===== config.mk =====
export PLATFORM = sky130hd
export DESIGN_NAME = mmio_timer_slave
export DESIGN_NICKNAME = d
export VERILOG_FILES = /design/src/rtl/mmio_timer_slave.sv
export SDC_FILE = /design/constraint.sdc
export NUM_CORES = 1
export LEC_CHECK = 0
export ABC_AREA = 1
export BUFFER_PORTS_ARGS = -buffer_cell sky130_fd_sc_hd__buf_2
export CELL_PAD_IN_SITES_DETAIL_PLACEMENT = 1
export CELL_PAD_IN_SITES_GLOBAL_PLACEMENT = 1
export CORE_UTILIZATION = 45
export DETAILED_ROUTE_END_ITERATION = 12
export GPL_TIMING_DRIVEN = 1
export HOLD_SLACK_MARGIN = 0.1
export PLACE_DENSITY_LB_ADDON = 0.05
export SETUP_SLACK_MARGIN = 0.15
export SYNTH_ARGS = -nofsm -noshare
export SYNTH_HDL_FRONTEND = slang
export SYNTH_SLANG_ARGS = --single-unit

===== constraint.sdc =====
create_clock -name clk -period 9.26 [get_ports clk]
set_input_delay 1.852 -clock clk [delete_from_list [all_inputs] [get_ports clk]]
set_output_delay 1.852 -clock clk [all_outputs]
set_load 0.01 [all_outputs]

===== src/rtl/mmio_timer_slave.sv =====
// mmio_timer_slave
// Memory-mapped timer slave: prescaled up-counter with compare match (one-shot or
// auto-reload), overflow flag, write-1-to-clear status and a level interrupt.
// Register select comes from address[4:2]; read data is combinational and gated by re.

module mmio_timer_slave #(
  parameter int DATA_WIDTH     = 32,
  parameter int PRESCALE_WIDTH = 16
) (
  input  logic                  clk,
  input  logic                  rst,
  input  logic [DATA_WIDTH-1:0] wd,
  input  logic [DATA_WIDTH-1:0] address,
  input  logic                  we,
  input  logic                  re,
  output logic [DATA_WIDTH-1:0] rd,
  output logic                  irq
);

  localparam logic [2:0] SEL_CTRL     = 3'd0;
  localparam logic [2:0] SEL_PRESCALE = 3'd1;
  localparam logic [2:0] SEL_COMPARE  = 3'd2;
  localparam logic [2:0] SEL_COUNT    = 3'd3;
  localparam logic [2:0] SEL_STATUS   = 3'd4;

  localparam logic [DATA_WIDTH-1:0]     COUNT_ONES = {DATA_WIDTH{1'b1}};
  localparam logic [DATA_WIDTH-1:0]     COUNT_ONE  = DATA_WIDTH'(1);
  localparam logic [PRESCALE_WIDTH-1:0] PRE_ONE    = PRESCALE_WIDTH'(1);

  logic [2:0] reg_sel;

  logic wr_ctrl;
  logic wr_prescale;
  logic wr_compare;
  logic wr_count;
  logic wr_status;

  logic                      ctrl_en;
  logic                      ctrl_auto_reload;
  logic                      ctrl_irq_en;
  logic [PRESCALE_WIDTH-1:0] prescale;
  logic [DATA_WIDTH-1:0]     compare;
  logic [DATA_WIDTH-1:0]     count;
  logic [PRESCALE_WIDTH-1:0] pre_cnt;
  logic                      st_match;
  logic                      st_ovf;

  logic                      tick;
  logic                      count_hit;
  logic                      count_max;
  logic                      match_set;
  logic                      ovf_set;
  logic                      oneshot_stop;

  logic [DATA_WIDTH-1:0]     count_next;
  logic [PRESCALE_WIDTH-1:0] pre_cnt_next;
  logic                      match_next;
  logic                      ovf_next;
  logic [DATA_WIDTH-1:0]     rd_mux;

  logic unused_address_bits;

  assign reg_sel = address[4:2];

  assign unused_address_bits = ^{address[DATA_WIDTH-1:5], address[1:0]};

  assign wr_ctrl     = we && (reg_sel == SEL_CTRL);
  assign wr_prescale = we && (reg_sel == SEL_PRESCALE);
  assign wr_compare  = we && (reg_sel == SEL_COMPARE);
  assign wr_count    = we && (reg_sel == SEL_COUNT);
  assign wr_status   = we && (reg_sel == SEL_STATUS);

  // The tick and the compare/overflow events all come from the registered state of this cycle.
  always_comb begin
    tick         = ctrl_en && (pre_cnt == prescale);
    count_hit    = (count == compare);
    count_max    = (count == COUNT_ONES);
    match_set    = tick && count_hit;
    ovf_set      = tick && !count_hit && count_max;
    oneshot_stop = match_set && !ctrl_auto_reload;
  end

  // Prescaler: a software write to CTRL or PRESCALE restarts the period from zero.
  always_comb begin
    pre_cnt_next = pre_cnt;
    if (wr_ctrl || wr_prescale) begin
      pre_cnt_next = '0;
    end else if (ctrl_en) begin
      if (pre_cnt == prescale) begin
        pre_cnt_next = '0;
      end else begin
        pre_cnt_next = pre_cnt + PRE_ONE;
      end
    end
  end

  // Counter update: a software write beats the tick; compare match takes priority over overflow.
  always_comb begin
    count_next = count;
    if (wr_count) begin
      count_next = wd;
    end else if (tick) begin
      if (count_hit) begin
        if (ctrl_auto_reload) begin
          count_next = '0;
        end
      end else if (count_max) begin
        count_next = '0;
      end else begin
        count_next = count + COUNT_ONE;
      end
    end
  end

  // Status flags: a hardware set in the same cycle as a write-1-to-clear leaves the flag at 1.
  always_comb begin
    match_next = st_match;
    ovf_next   = st_ovf;
    if (wr_status && wd[0]) begin
      match_next = 1'b0;
    end
    if (wr_status && wd[1]) begin
      ovf_next = 1'b0;
    end
    if (match_set) begin
      match_next = 1'b1;
    end
    if (ovf_set) begin
      ovf_next = 1'b1;
    end
  end

  // Control register: the software value wins over the one-shot stop in the same cycle.
  always_ff @(posedge clk or posedge rst) begin
    if (rst) begin
      ctrl_en          <= 1'b0;
      ctrl_auto_reload <= 1'b0;
      ctrl_irq_en      <= 1'b0;
    end else if (wr_ctrl) begin
      ctrl_en          <= wd[0];
      ctrl_auto_reload <= wd[1];
      ctrl_irq_en      <= wd[2];
    end else if (oneshot_stop) begin
      ctrl_en          <= 1'b0;
    end
  end

  // Configuration registers written only by software.
  always_ff @(posedge clk or posedge rst) begin
    if (rst) begin
      prescale <= '0;
      compare  <= '0;
    end else begin
      if (wr_prescale) begin
        prescale <= wd[PRESCALE_WIDTH-1:0];
      end
      if (wr_compare) begin
        compare <= wd;
      end
    end
  end

  // Counting state: prescaler, counter and status flags.
  always_ff @(posedge clk or posedge rst) begin
    if (rst) begin
      pre_cnt  <= '0;
      count    <= '0;
      st_match <= 1'b0;
      st_ovf   <= 1'b0;
    end else begin
      pre_cnt  <= pre_cnt_next;
      count    <= count_next;
      st_match <= match_next;
      st_ovf   <= ovf_next;
    end
  end

  // Read mux shows the pre-edge register values, so a same-cycle write reads back the old value.
  always_comb begin
    rd_mux = '0;
    case (reg_sel)
      SEL_CTRL:     rd_mux = DATA_WIDTH'({ctrl_irq_en, ctrl_auto_reload, ctrl_en});
      SEL_PRESCALE: rd_mux = DATA_WIDTH'(prescale);
      SEL_COMPARE:  rd_mux = compare;
      SEL_COUNT:    rd_mux = count;
      SEL_STATUS:   rd_mux = DATA_WIDTH'({st_ovf, st_match});
      default:      rd_mux = '0;
    endcase
  end

  assign rd  = re ? rd_mux : '0;
  assign irq = (st_match || st_ovf) && ctrl_irq_en;

endmodule

# Yosys cells after proc, flatten, opt, wreduce, memory -nomap -nowiden
# Cells that the tools add are included.
dict set report word_totals {
  ff_bits 101
  output_inout_bits 33
  elab_cells 59
}
dict set report classes {
  addsub 2
  n_eq_ne 8
  mux 16
  reduce_logical 24
}
# cell n
set ops {}
lappend ops {{32-bit two-way mux} 6}
lappend ops {{32-bit one-hot mux with 5 select lines} 1}
lappend ops {{16-bit two-way mux} 3}
lappend ops {{32-bit by 1-bit adder with 32-bit output, second input constant} 1}
lappend ops {{32-bit equality test} 1}
lappend ops {{32-bit equality test, second input constant} 1}
lappend ops {{16-bit by 1-bit adder with 16-bit output, second input constant} 1}
lappend ops {{16-bit equality test} 1}
lappend ops {{1-bit logical AND} 13}
lappend ops {{2-bit nonzero test} 5}
lappend ops {{3-bit by 2-bit equality test with 1-bit output, second input constant} 2}
lappend ops {{1-bit two-way mux} 6}
lappend ops {{3-bit by 1-bit equality test with 1-bit output, second input constant} 1}
lappend ops {{3-bit equality test, second input constant} 1}
lappend ops {{3-bit zero test} 1}
lappend ops {{3-bit != test, second input constant} 1}
lappend ops {{1-bit zero test} 2}
lappend ops {{1-bit logical OR} 2}
lappend ops {{2-bit AND reduction} 1}

# Logic depth before layout (Yosys ltp)
# Gate-level depths: netlist of the first run.
dict set report logic_depth {
  word_depth 6
  mapped_depth 14
  depth_no_buf 13
}

# Least setup slack after synthesis of the first run
# OpenSTA, ideal clock, no wires.
dict set report synth_timing {
  kind {input -> output}
  from {input port address[3]}
  to {output port rd[21]}
  t_arrival_ps 2800
  required_time_ps 7408
  path_slack_ps 4608
  cell_stages 8
  n_path_buf 2
  cell_sequence {inv_2 -> nor2_2 -> nand2_1 -> inv_1 -> buf_2 -> buf_2 -> a22oi_1 -> nor2_1}
}
dict set report synth_between {
  elab_chain_cells 3
  elab_cells_between_ends 7
}
# item line
set synth_lines {}
lappend synth_lines {{start: declaration} 13} ;# input logic [DATA_WIDTH-1:0] address,
lappend synth_lines {{3-bit equality test (tied with other cells)} 181} ;# case (reg_sel)
lappend synth_lines {{32-bit one-hot mux with 5 select lines *} 181}
lappend synth_lines {{32-bit two-way mux *} 191} ;# assign rd = re ? rd_mux : '0;
lappend synth_lines {{end: declaration} 16} ;# output logic [DATA_WIDTH-1:0] rd,
# Every way passes the cells marked *; elsewhere a longest branch is shown, timed or not.

# Worst setup path in the final report of the first run
dict set report layout_timing {
  from {input port address[3]}
  to {output port rd[2]}
}
# The elaborated chain is that of the path after synthesis.

==> summary.txt, run 1 <==
Outcome
  • Status: complete, no violations

Synthesis
  • Fraction of registers with async set/reset: 100%
  • Synth top area share: 36.5%
  • Top cells by area, synth: dfrtp_1 (36%), nand2_1 (22%), inv_1 (5.4%)
  • FF+latch count, synth: 101
  • Post-synth EDFFs: 0
  • Synth warn: 0
  • Yosys top cell by area: dfrtp_1
  • Top_reg_cell synth: dfrtp_1
  • Mapped Avg Cell Area: 6.75 um^2
  • Gate Count Post-Synth: 1027
  • Synthesized cell area: 0.00693 mm^2
  • Syn Nets: 1097
  • Sequential element share of the synthesized area: 36.5%
  • Synth cell types: 38

STA
  • Setup TNS: 0 ns
  • Fmax: 0.171 GHz
  • Final setup viols: 0
  • Unrepaired setup endpoints after global routing: false
  • Crit path time final: 5.85 ns
  • Endpoints failing hold: 0
  • Slew HR: 20.5%
  • Final Cycle Share: 63.2%
  • Final worst slack: 3.41 ns
  • Max-slew violation count: 0
  • Worst hold slack: 0.499 ns
  • Clk_skew: 0.0115 ns
  • Slew @ Worst Pin: 1.19 ns

Clock tree
  • Clk pin slew, worst setup/hold paths: 0.07 ns
  • CTS tree: built
  • Num CTS Buffers: 9
  • Hold-fix buffers at CTS: 0
  • Htree depth: 3
  • Postcts setup bufs: 0
  • TritonCTS sink count: 101
  • Skew-Pair Late Insertion Delay: 0.36 ns
  • CTS resizes: 0
  • Clock Root Buffer: clkbuf_16
  • CTS Buffer Depth: 2

Power and ir drop
  • Power Density: 181 mW/mm^2
  • Clock share of power: 26.7%
  • Lkg Pwr: 0.00399 uW
  • Logic pwr share: 26.2%
  • Sw frac: 36.9%
  • Register share of total power: 47.1%
  • Internal power: 862 uW
  • Switch Pwr: 504 uW
  • Worst VDD drop: 0.121 mV

Critical path
  • Worst-path cell chain: buf_2 > inv_2 > nor2_2 > nand2_2 > clkinv_1 > a221oi_1 > nor2_1 > buf_2
  • Critical Path End Type: primary output
  • CP Launch Type: input pin
  • R2r worst-path depth: 10
  • RR Startpoint: pre_cnt[11]
  • Crit path arrival time: 4.00 ns
  • Most used cell, CP: buf_2
  • Reg-to-reg endpoint: count[10]
  • CP required: 7.41 ns
  • Slowest cell on crit path: clkinv_1
  • R2r setup slk: 6.87 ns
  • Worst-path fanout max: 26
  • Max stage delay on crit path: 0.88 ns
  • Setup CP Type: input pin to primary output

Floorplanning
  • Die Area: 0.0159 mm^2
  • Core region area: 0.0148 mm^2
  • IO Pins: 101
  • DIE WIDTH: 126 um
  • # rows: 44
  • Die Y: 126 um
  • Initial Utilization: 47.0%

Global routing
  • Grt ovf: 0
  • Largest net degree at the start of global routing: 68
  • Vias in the first global route: 6784
  • Initial antenna violation count: 0
  • Total GRT Usage: 28.3%
  • First-pass GRT wire length: 35400 um

Final layout
  • Share of cells above drive strength 1: 12.5%
  • Design area: 0.00755 mm^2
  • Commonest cells after routing, fill and taps aside: nand2_1 (406), dfrtp_1 (101), inv_1 (98), nor2_1 (94), buf_2 (71)
  • Commonest non-fill, non-tap cell in the layout: nand2_1
  • Area growth, synth to finish: 8.88%
  • Ant diodes: 0
  • Fin nets: 1133
  • Filler Cells Inserted: 2034

Drt
  • DR vias/cell: 5.29
  • Drt pass-1 iters: 5
  • Via Count: 6621
  • Number of remaining DRC errors: 0
  • Number of DRC markers in iteration 0: 317
  • DRT Wirelength: 21000 um
  • WL/cell: 16.7 um
  • Antenna-violating nets left: 0

Placed design
  • Post-DP HPWL: 15200 um
  • Port Buffers: 71
  • GP Congestion: 0.856
  • Pre-CTS setup slack: 3.42 ns
  • Placed Area: 0.00727 mm^2

Hold path
  • HP Start: ctrl_irq_en
  • Worst Hold End: ctrl_irq_en
  • Hold Crit Depth: 2
  • Hold Crit Class: flip-flop to flip-flop

Job
  • Max-cap violations: 0
[power groups by stage]
stage / logic (uW) / registers (uW) / clock network (uW)
detailed placement: 359 / 650 / 0
finish: 358 / 643 / 364
CTS: 362 / 643 / 374
global placement: 344 / 648 / 0
floorplan: 307 / 596 / 0
global route: 416 / 658 / 386
[cell usage after synthesis, types with 2 or more instances]
cell type,number
nand2_1,406
dfrtp_1,101
inv_1,99
nor2_1,94
nand3_1,63
o21ai_0,47
xor2_1,32
xnor2_1,28
a22oi_1,17
buf_2,14
clkbuf_1,13
mux2_2,11
nor2_2,11
a21oi_1,8
clkbuf_2,8
inv_2,8
nand3b_1,8
nor3_1,7
nand4_1,6
buf_6,5
o211ai_1,5
buf_4,4
nand2_2,4
o22ai_1,4
buf_1,3
nand2_4,3
nor2_4,3
a2111oi_0,2
clkinv_1,2
ha_1,2
nand3_2,2
[state kept, by name (all words and copies together) (netlist names)]
signal	cells
st_ovf	1
compare	32
prescale	16
st_match	1
ctrl_auto_reload	1
ctrl_irq_en	1
count	32
ctrl_en	1
pre_cnt	16
[stage by stage]
stage | cells | util (%) | power, uW
floorplan | 1027 | - | 903
global placement | 1236 | 49.3 | 993
detailed placement | 1236 | 49.3 | 1010
CTS | 1252 | 51.2 | 1380
global route | 1252 | 51.2 | 1460
finish | 1252 | 51.2 | 1370
[how the worst max path moves through the flow]
stage,depth (start not counted),endpoint,from,slack (ns)
after detailed placement,8,rd[2],address[3],3.42
after global routing,8,rd[2],address[3],3.25
after CTS,8,rd[2],address[3],3.41
after global placement,10,rd[7],address[3],3.48
after floorplan,8,rd[21],address[3],4.61
final,8,rd[2],address[3],3.41
[critical path, delay by kind of cell]
family / cells / cell delay [ns]
simple gates: 3 / 0.30
compound gates: 1 / 0.61
buf+inv: 4 / 1.22
[metal layers]
layer  global-route usage (%)  wire length (um)
met2                     44.9              9450
met3                     4.50               634
met1                     40.8             10600
met5                        0                 0
met4                     5.74               240
[layout make-up]
class                           instances  area [um^2]  share of cell area, %
Multi-Input combinational cell        769         3730                   49.5
Timing Repair Buffer                   72          363                   4.81
Clock inverter                          7         51.3                  0.680
Clock buffer                            9          225                   2.98
Inverter                              110          418                   5.54
Sequential cell                       101         2530                   33.5
Tap cell                              184          230                   3.05
[kinds of logic after synthesis]
logic type / count (synthesis) / share of synthesized area [%]
DFF: 101 / 36.5
adders and majority gates: 2 / 0.361
and+or+nand+nor: 609 / 36.7
AOI/OAI and AO/OA: 87 / 7.44
muxes: 11 / 1.79
buffers and inverters: 157 / 9.69
xor gates and xnor gates: 60 / 7.58
No activity file was read; power rests on OpenSTA's default activity.
==> run 2, diff against run 1 <==
- CORE_UTILIZATION: 45 -> 37
- clock period: 9.26 -> 5.1 ns (I/O delays scaled with it)
==> run 2 against run 1 <==
Against the previous run: count of clock-buffer cells in the layout rose by 4; sequential share of layout area fell by 0.54 points; sequential cell count did not move; routed wire length rose by 4.3%; cell area rose by 1.6%; combinational power rose by 83%; hold slack got worse by 0.0052 ns; largest cell class unchanged.
==> summary.txt, run 2 (synthesized netlist as in run 1, its figures left out) <==
Global routing
  • Vias in the first global route: 6593 (was 6784)
  • Grt ovf: 0 (unchanged)
  • First-pass GRT wire length: 35900 um (was 35400 um)
  • Initial antenna violation count: 0 (unchanged)
  • Largest net degree at the start of global routing: 64 (was 68)
  • Total GRT Usage: 23.8% (was 28.3%)

Placed design
  • Port Buffers: 71 (unchanged)
  • GP Congestion: 0.838 (was 0.856)
  • Post-DP HPWL: 16000 um (was 15200 um)
  • Placed instance count: 1287 (was 1236)

Drt
  • Number of remaining DRC errors: 0 (unchanged)
  • Antenna-violating nets left: 0 (unchanged)
  • Number of DRC markers in iteration 0: 261 (was 317)
  • WL/cell: 16.8 um (was 16.7 um)
  • Drt pass-1 iters: 7 (was 5)
  • DRT Wirelength: 21900 um (was 21000 um)
  • DR vias/cell: 5.01 (was 5.29)
  • Via Count: 6529 (was 6621)

STA
  • Final Cycle Share: 75.5%
  • Slew @ Worst Pin: 0.860 ns (was 1.19 ns)
  • Clk_skew: 0.0135 ns (was 0.0115 ns)
  • Final setup viols: 0 (unchanged)
  • Crit path time final: 3.85 ns
  • Setup TNS: 0 ns (unchanged)
  • Endpoints failing hold: 0 (unchanged)
  • Unrepaired setup endpoints after global routing: false (unchanged)
  • Slew HR: 42.6% (was 20.5%)
  • Max-slew violation count: 0 (unchanged)
  • Fmax: 0.260 GHz

Clock tree
  • TritonCTS sink count: 101 (unchanged)
  • Clk pin slew, worst setup/hold paths: 0.07 ns (about the same)
  • Postcts setup bufs: 0 (unchanged)
  • Skew-Pair Late Insertion Delay: 0.36 ns (about the same)
  • Num CTS Buffers: 9 (unchanged)
  • CTS resizes: 0 (unchanged)
  • Clock Root Buffer: clkbuf_16 (unchanged)
  • CTS Buffer Depth: 2 (unchanged)
  • CTS tree: built (unchanged)
  • Hold-fix buffers at CTS: 0 (unchanged)
  • Htree depth: 3 (unchanged)

Final layout
  • Commonest non-fill, non-tap cell in the layout: nand2_1 (unchanged)
  • Ant diodes: 0 (unchanged)
  • Non-Filler Instances: 1303 (was 1252)
  • Final standard cell utilization of the core: 42.3% (was 51.2%)
  • Area growth, synth to finish: 10.6% (was 8.88%)
  • Commonest cells after routing, fill and taps aside: nand2_1 (406), dfrtp_1 (101), inv_1 (98), nor2_1 (94), buf_2 (71) (unchanged)
  • Fin nets: 1139 (was 1133)
  • Share of cells above drive strength 1: 13.0% (was 12.5%)
  • Regs by FF count: compare x32, count x32 (unchanged)

Floorplanning
  • IO Pins: 101 (unchanged)
  • # rows: 49 (was 44)
  • Die Y: 139 um (was 126 um)
  • DIE WIDTH: 139 um (was 126 um)
  • Initial Utilization: 38.2% (was 47.0%)
  • Core region area: 0.0181 mm^2 (was 0.0148 mm^2)
  • Die Area: 0.0193 mm^2 (was 0.0159 mm^2)

Critical path
  • Worst-path fanout max: 17 (was 26)
  • CP required: 4.08 ns (was 7.41 ns)
  • Crit path arrival time: 2.83 ns (was 4.00 ns)
  • Setup CP Type: input pin to primary output (unchanged)
  • CP Launch Type: input pin (unchanged)
  • Critical Path End Type: primary output (unchanged)

Power and ir drop
  • Worst VDD drop: 0.168 mV (was 0.121 mV)
  • Lkg Pwr: 0.00403 uW (was 0.00399 uW)
  • Power Density: 330 mW/mm^2 (was 181 mW/mm^2)

Outcome
  • Status: complete, no violations (unchanged)

Job
  • Max-cap violations: 0 (unchanged)

Hold path
  • Hold Crit Class: flip-flop to flip-flop (unchanged)
-- run 2: cell count changes in the layout (fill, tap and decap cells not counted) --
cell,before,now
buf_4,1,7
clkbuf_8,0,4
clkinv_4,2,0
clkinvlp_4,2,1
inv_6,1,0
-- run 2: cell type report --
cell class                 count  area, um^2
inverter                     110         418
clock buffer                  13         280
sequential                   101        2530
clock inverter                 3        17.5
tap                          229         287
multi-input combinational    769        3730
fill                        2398       10500
timing repair buffer          78         408
-- run 2: path summary, 6_finish.rpt --
path                        startpoint           to  slack, ns  cells after the start
max                         address[3]        rd[7]       1.25                     11
min                        ctrl_irq_en  ctrl_irq_en       0.49                      2
max reg2reg                pre_cnt[11]    count[16]       2.73                     10
min reg2reg                ctrl_irq_en  ctrl_irq_en       0.49                      2
max in group asynchronous          rst    count[15]       3.59                      3
min in group asynchronous          rst  prescale[2]       0.50                      2
-- run 2: power by group --
group | leakage, uW | internal [uW] | switching, uW
clock network | 0.000148 | 384 | 325
registers | 0.00130 | 954 | 214
logic | 0.00258 | 280 | 375
-- run 2: critical path, cell delays in order --
cell      delay [ns]
buf_2           0.13
inv_2           0.06
nor2_2          0.04
nand2_2         0.21
clkinv_1        0.44
buf_4           0.39
a22oi_1         0.21
nand2_1         0.10
nand2_1         0.07
inv_1           0.04
buf_2           0.13
-- run 2: stage by stage --
step | setup WS [ns] | hold WS [ns] | area (um^2) | power, uW
after floorplan | 1.43 | 0.453 | 6930 | 1640
after global placement | 1.28 | 0.469 | 7370 | 1820
after detailed placement | 1.28 | 0.479 | 7370 | 1840
after CTS | 1.26 | 0.493 | 7670 | 2560
after global routing | 1.16 | 0.501 | 7670 | 2710
final | 1.25 | 0.494 | 7670 | 2530
-- run 2: routing by layer --
metal / track usage [%] / vias up / routed length [um]
met1: 35.0 / 3171 / 11300
met5: 0 / - / 0
met3: 2.24 / 15 / 455
met2: 37.4 / 80 / 9870
met4: 6.32 / 0 / 232
li1: - / 3263 / -
==> run 3, diff against run 2 <==
- ABC_AREA: 1 -> 0
- CORE_UTILIZATION: 37 -> 44
- clock period: 5.1 -> 3.74 ns (I/O delays scaled with it)
==> run 3 against run 2 <==
Against the previous run: hold slack got worse by 0.011 ns; setup slack worse by 0.77 ns; die area decreased by 22%; combinational power is 28% higher; clock power up 41%; clock skew is 0.00060 ns higher; core utilization rose by 9.3 points; synthesized cell count is 32% lower; cell area down 5.2%; critical endpoint is now rd[11]; highest routed layer unchanged.
==> summary.txt, run 3 <==
Clock tree
  • Hold-fix buffers at CTS: 0 (unchanged)
  • CTS Buffer Depth: 2 (unchanged)
  • Clk pin slew, worst setup/hold paths: 0.08 ns (was 0.07 ns)
  • Skew-Pair Late Insertion Delay: 0.37 ns (was 0.36 ns)
  • Num CTS Buffers: 9 (unchanged)
  • Clock Root Buffer: clkbuf_16 (unchanged)
  • CTS tree: built (unchanged)
  • CTS resizes: 0 (unchanged)
  • Postcts setup bufs: 0 (unchanged)
  • Htree depth: 3 (unchanged)
  • TritonCTS sink count: 101 (unchanged)

Critical path
  • Setup CP Type: input pin to primary output (unchanged)
  • Crit path arrival time: 2.51 ns (was 2.83 ns)
  • CP Launch Type: input pin (unchanged)
  • Worst-path fanout max: 26 (was 17)
  • Critical Path End Type: primary output (unchanged)
  • CP required: 2.99 ns (was 4.08 ns)

Synthesis
  • Gate Count Post-Synth: 698 (was 1027)
  • Syn Nets: 768 (was 1097)
  • Synth top area share: 39.2% (was 36.5%)
  • Fraction of registers with async set/reset: 100% (unchanged)
  • Count leader, synth: dfrtp_1 (was nand2_1)
  • Yosys top cell by area: dfrtp_1 (unchanged)
  • Top cells by area, synth: dfrtp_1 (39%), mux2_2 (8.6%), nor2_1 (5.1%) (was dfrtp_1 (36%), nand2_1 (22%), inv_1 (5.4%))
  • Synth cell types: 54 (was 38)
  • Top_reg_cell synth: dfrtp_1 (unchanged)
  • Post-synth EDFFs: 0 (unchanged)
  • Most instantiated cells after synthesis: dfrtp_1 (101), nor2_1 (88), mux2_2 (49) (was nand2_1 (406), dfrtp_1 (101), inv_1 (99))
  • Synthesized cell area: 0.00644 mm^2 (was 0.00693 mm^2)
  • Sequential element share of the synthesized area: 39.2% (was 36.5%)
  • Mapped Avg Cell Area: 9.23 um^2 (was 6.75 um^2)
  • Synth warn: 0 (unchanged)
  • FF+latch count, synth: 101 (unchanged)

Global routing
  • Largest net degree at the start of global routing: 53 (was 64)
  • Initial antenna violation count: 0 (unchanged)
  • Total GRT Usage: 29.1% (was 23.8%)
  • Vias in the first global route: 5967 (was 6593)
  • Grt ovf: 0 (unchanged)
  • First-pass GRT wire length: 33100 um (was 35900 um)

STA
  • Max-slew violation count: 0 (unchanged)
  • Slew HR: 44.9% (was 42.6%)
  • Final setup viols: 0 (unchanged)
  • Final Cycle Share: 87.1%
  • Crit path time final: 3.26 ns
  • Endpoints failing hold: 0 (unchanged)
  • Slew @ Worst Pin: 0.820 ns (was 0.860 ns)
  • Unrepaired setup endpoints after global routing: false (unchanged)
  • Clk_skew: 0.0141 ns (was 0.0135 ns)
  • Setup TNS: 0 ns (unchanged)
  • Fmax: 0.307 GHz

Final layout
  • Regs by FF count: compare x32, count x32 (unchanged)
  • Commonest cells after routing, fill and taps aside: dfrtp_1 (101), nor2_1 (87), buf_2 (71), mux2_2 (49) (was nand2_1 (406), dfrtp_1 (101), inv_1 (98), nor2_1 (94), buf_2 (71))
  • Commonest non-fill, non-tap cell in the layout: dfrtp_1 (was nand2_1)
  • Filler Cells Inserted: 1643 (was 2398)
  • Fin nets: 818 (was 1139)
  • Area of the multi-input gates: 0.00363 mm^2 (was 0.00373 mm^2)
  • Share of cells above drive strength 1: 22.7% (was 13.0%)
  • Seq. cell area: 0.00253 mm^2 (unchanged)
  • Ant diodes: 0 (unchanged)
  • Area growth, synth to finish: 12.8% (was 10.6%)

Drt
  • Via Count: 5773 (was 6529)
  • Number of DRC markers in iteration 0: 372 (was 261)
  • Drt pass-1 iters: 5 (was 7)
  • WL/cell: 22.2 um (was 16.8 um)
  • Antenna-violating nets left: 0 (unchanged)
  • Number of remaining DRC errors: 0 (unchanged)
  • DR vias/cell: 6.19 (was 5.01)
  • DRT Wirelength: 20700 um (was 21900 um)

Floorplanning
  • # rows: 43 (was 49)
  • Die Area: 0.0151 mm^2 (was 0.0193 mm^2)
  • IO Pins: 101 (unchanged)
  • Core region area: 0.0141 mm^2 (was 0.0181 mm^2)
  • Die Y: 123 um (was 139 um)
  • Initial Utilization: 45.7% (was 38.2%)
  • DIE WIDTH: 123 um (was 139 um)

Power and ir drop
  • Power Density: 466 mW/mm^2 (was 330 mW/mm^2)
  • Pwr Total: 3390 uW (was 2530 uW)
  • Worst VDD drop: 0.291 mV (was 0.168 mV)
  • Lkg Pwr: 0.00311 uW (was 0.00403 uW)

Outcome
  • Status: complete, no violations (unchanged)

Placed design
  • GP Congestion: 0.859 (was 0.838)
  • Port Buffers: 71 (unchanged)
  • Post-DP HPWL: 15100 um (was 16000 um)

Job
  • Max-cap violations: 0 (unchanged)

Hold path
  • Hold Crit Class: input pin to asynchronous set/reset pin (was flip-flop to flip-flop)
[run 3: critical path, cell delays in order]
cell and delay, ns:
buf_2 0.60, buf_4 0.43, mux2i_1 0.24, nor2_1 0.06, a21oi_1 0.17, nor2_1 0.07, buf_2 0.17
[run 3: logic make-up after synthesis]
| family | share of synthesized area [%] |
|---|---|
| compound gates | 12.3 |
| xor+xnor | 8.02 |
| fa+ha+maj | 0.388 |
| buf+inv | 4.62 |
| flops | 39.2 |
| mux | 14.1 |
| simple gates | 21.4 |
[run 3: cell type report]
| cell class | instances | share of cell area, % |
|---|---|---|
| Clock buffer | 9 | 3.10 |
| Multi-Input combinational cell | 528 | 49.9 |
| Tap cell | 180 | 3.10 |
| Sequential cell | 101 | 34.8 |
| Timing Repair Buffer | 91 | 7.12 |
| Inverter | 17 | 0.912 |
| Clock inverter | 7 | 1.08 |
[run 3: final timing paths]
path                             from  slack, ns  depth (start not counted)           end
max                        address[2]       0.48                          7        rd[11]
min                               rst       0.48                          2  prescale[15]
max reg2reg                  count[9]       0.92                          6      count[1]
min reg2reg                    st_ovf       0.56                          2        st_ovf
max in group asynchronous         rst       2.50                          3      count[0]
min in group clk               st_ovf       0.56                          2        st_ovf
[run 3: power breakdown]
| part | total, uW | internal (uW) | switching (uW) |
|---|---|---|---|
| Clock | 997 | 529 | 468 |
| Combinational | 841 | 402 | 439 |
| Sequential | 1550 | 1290 | 261 |
| Total | 3390 | 2220 | 1170 |
[run 3: routing by layer]
metal / vias to the layer above / share of wire (%) / global-route usage, % / wire length (um)
li1: 2629 / - / - / -
met1: 2974 / 45 / 39.6 / 9370
met2: 150 / 49 / 47.7 / 10100
met3: 20 / 4.6 / 5.21 / 960
met4: 0 / 1.3 / 7.68 / 270
met5: - / 0 / 0 / 0
[run 3: per-stage QoR]
step	std cells	hold slack (ns)	util, %	setup WS [ns]	instance area, um^2
floorplan	698	0.469	-	0.345	6440
global placement	917	0.513	49.4	0.556	6970
detailed placement	917	0.538	49.4	0.503	6970
CTS	933	0.510	51.6	0.478	7270
global route	933	0.537	51.6	0.379	7270
finish	933	0.482	51.6	0.484	7270
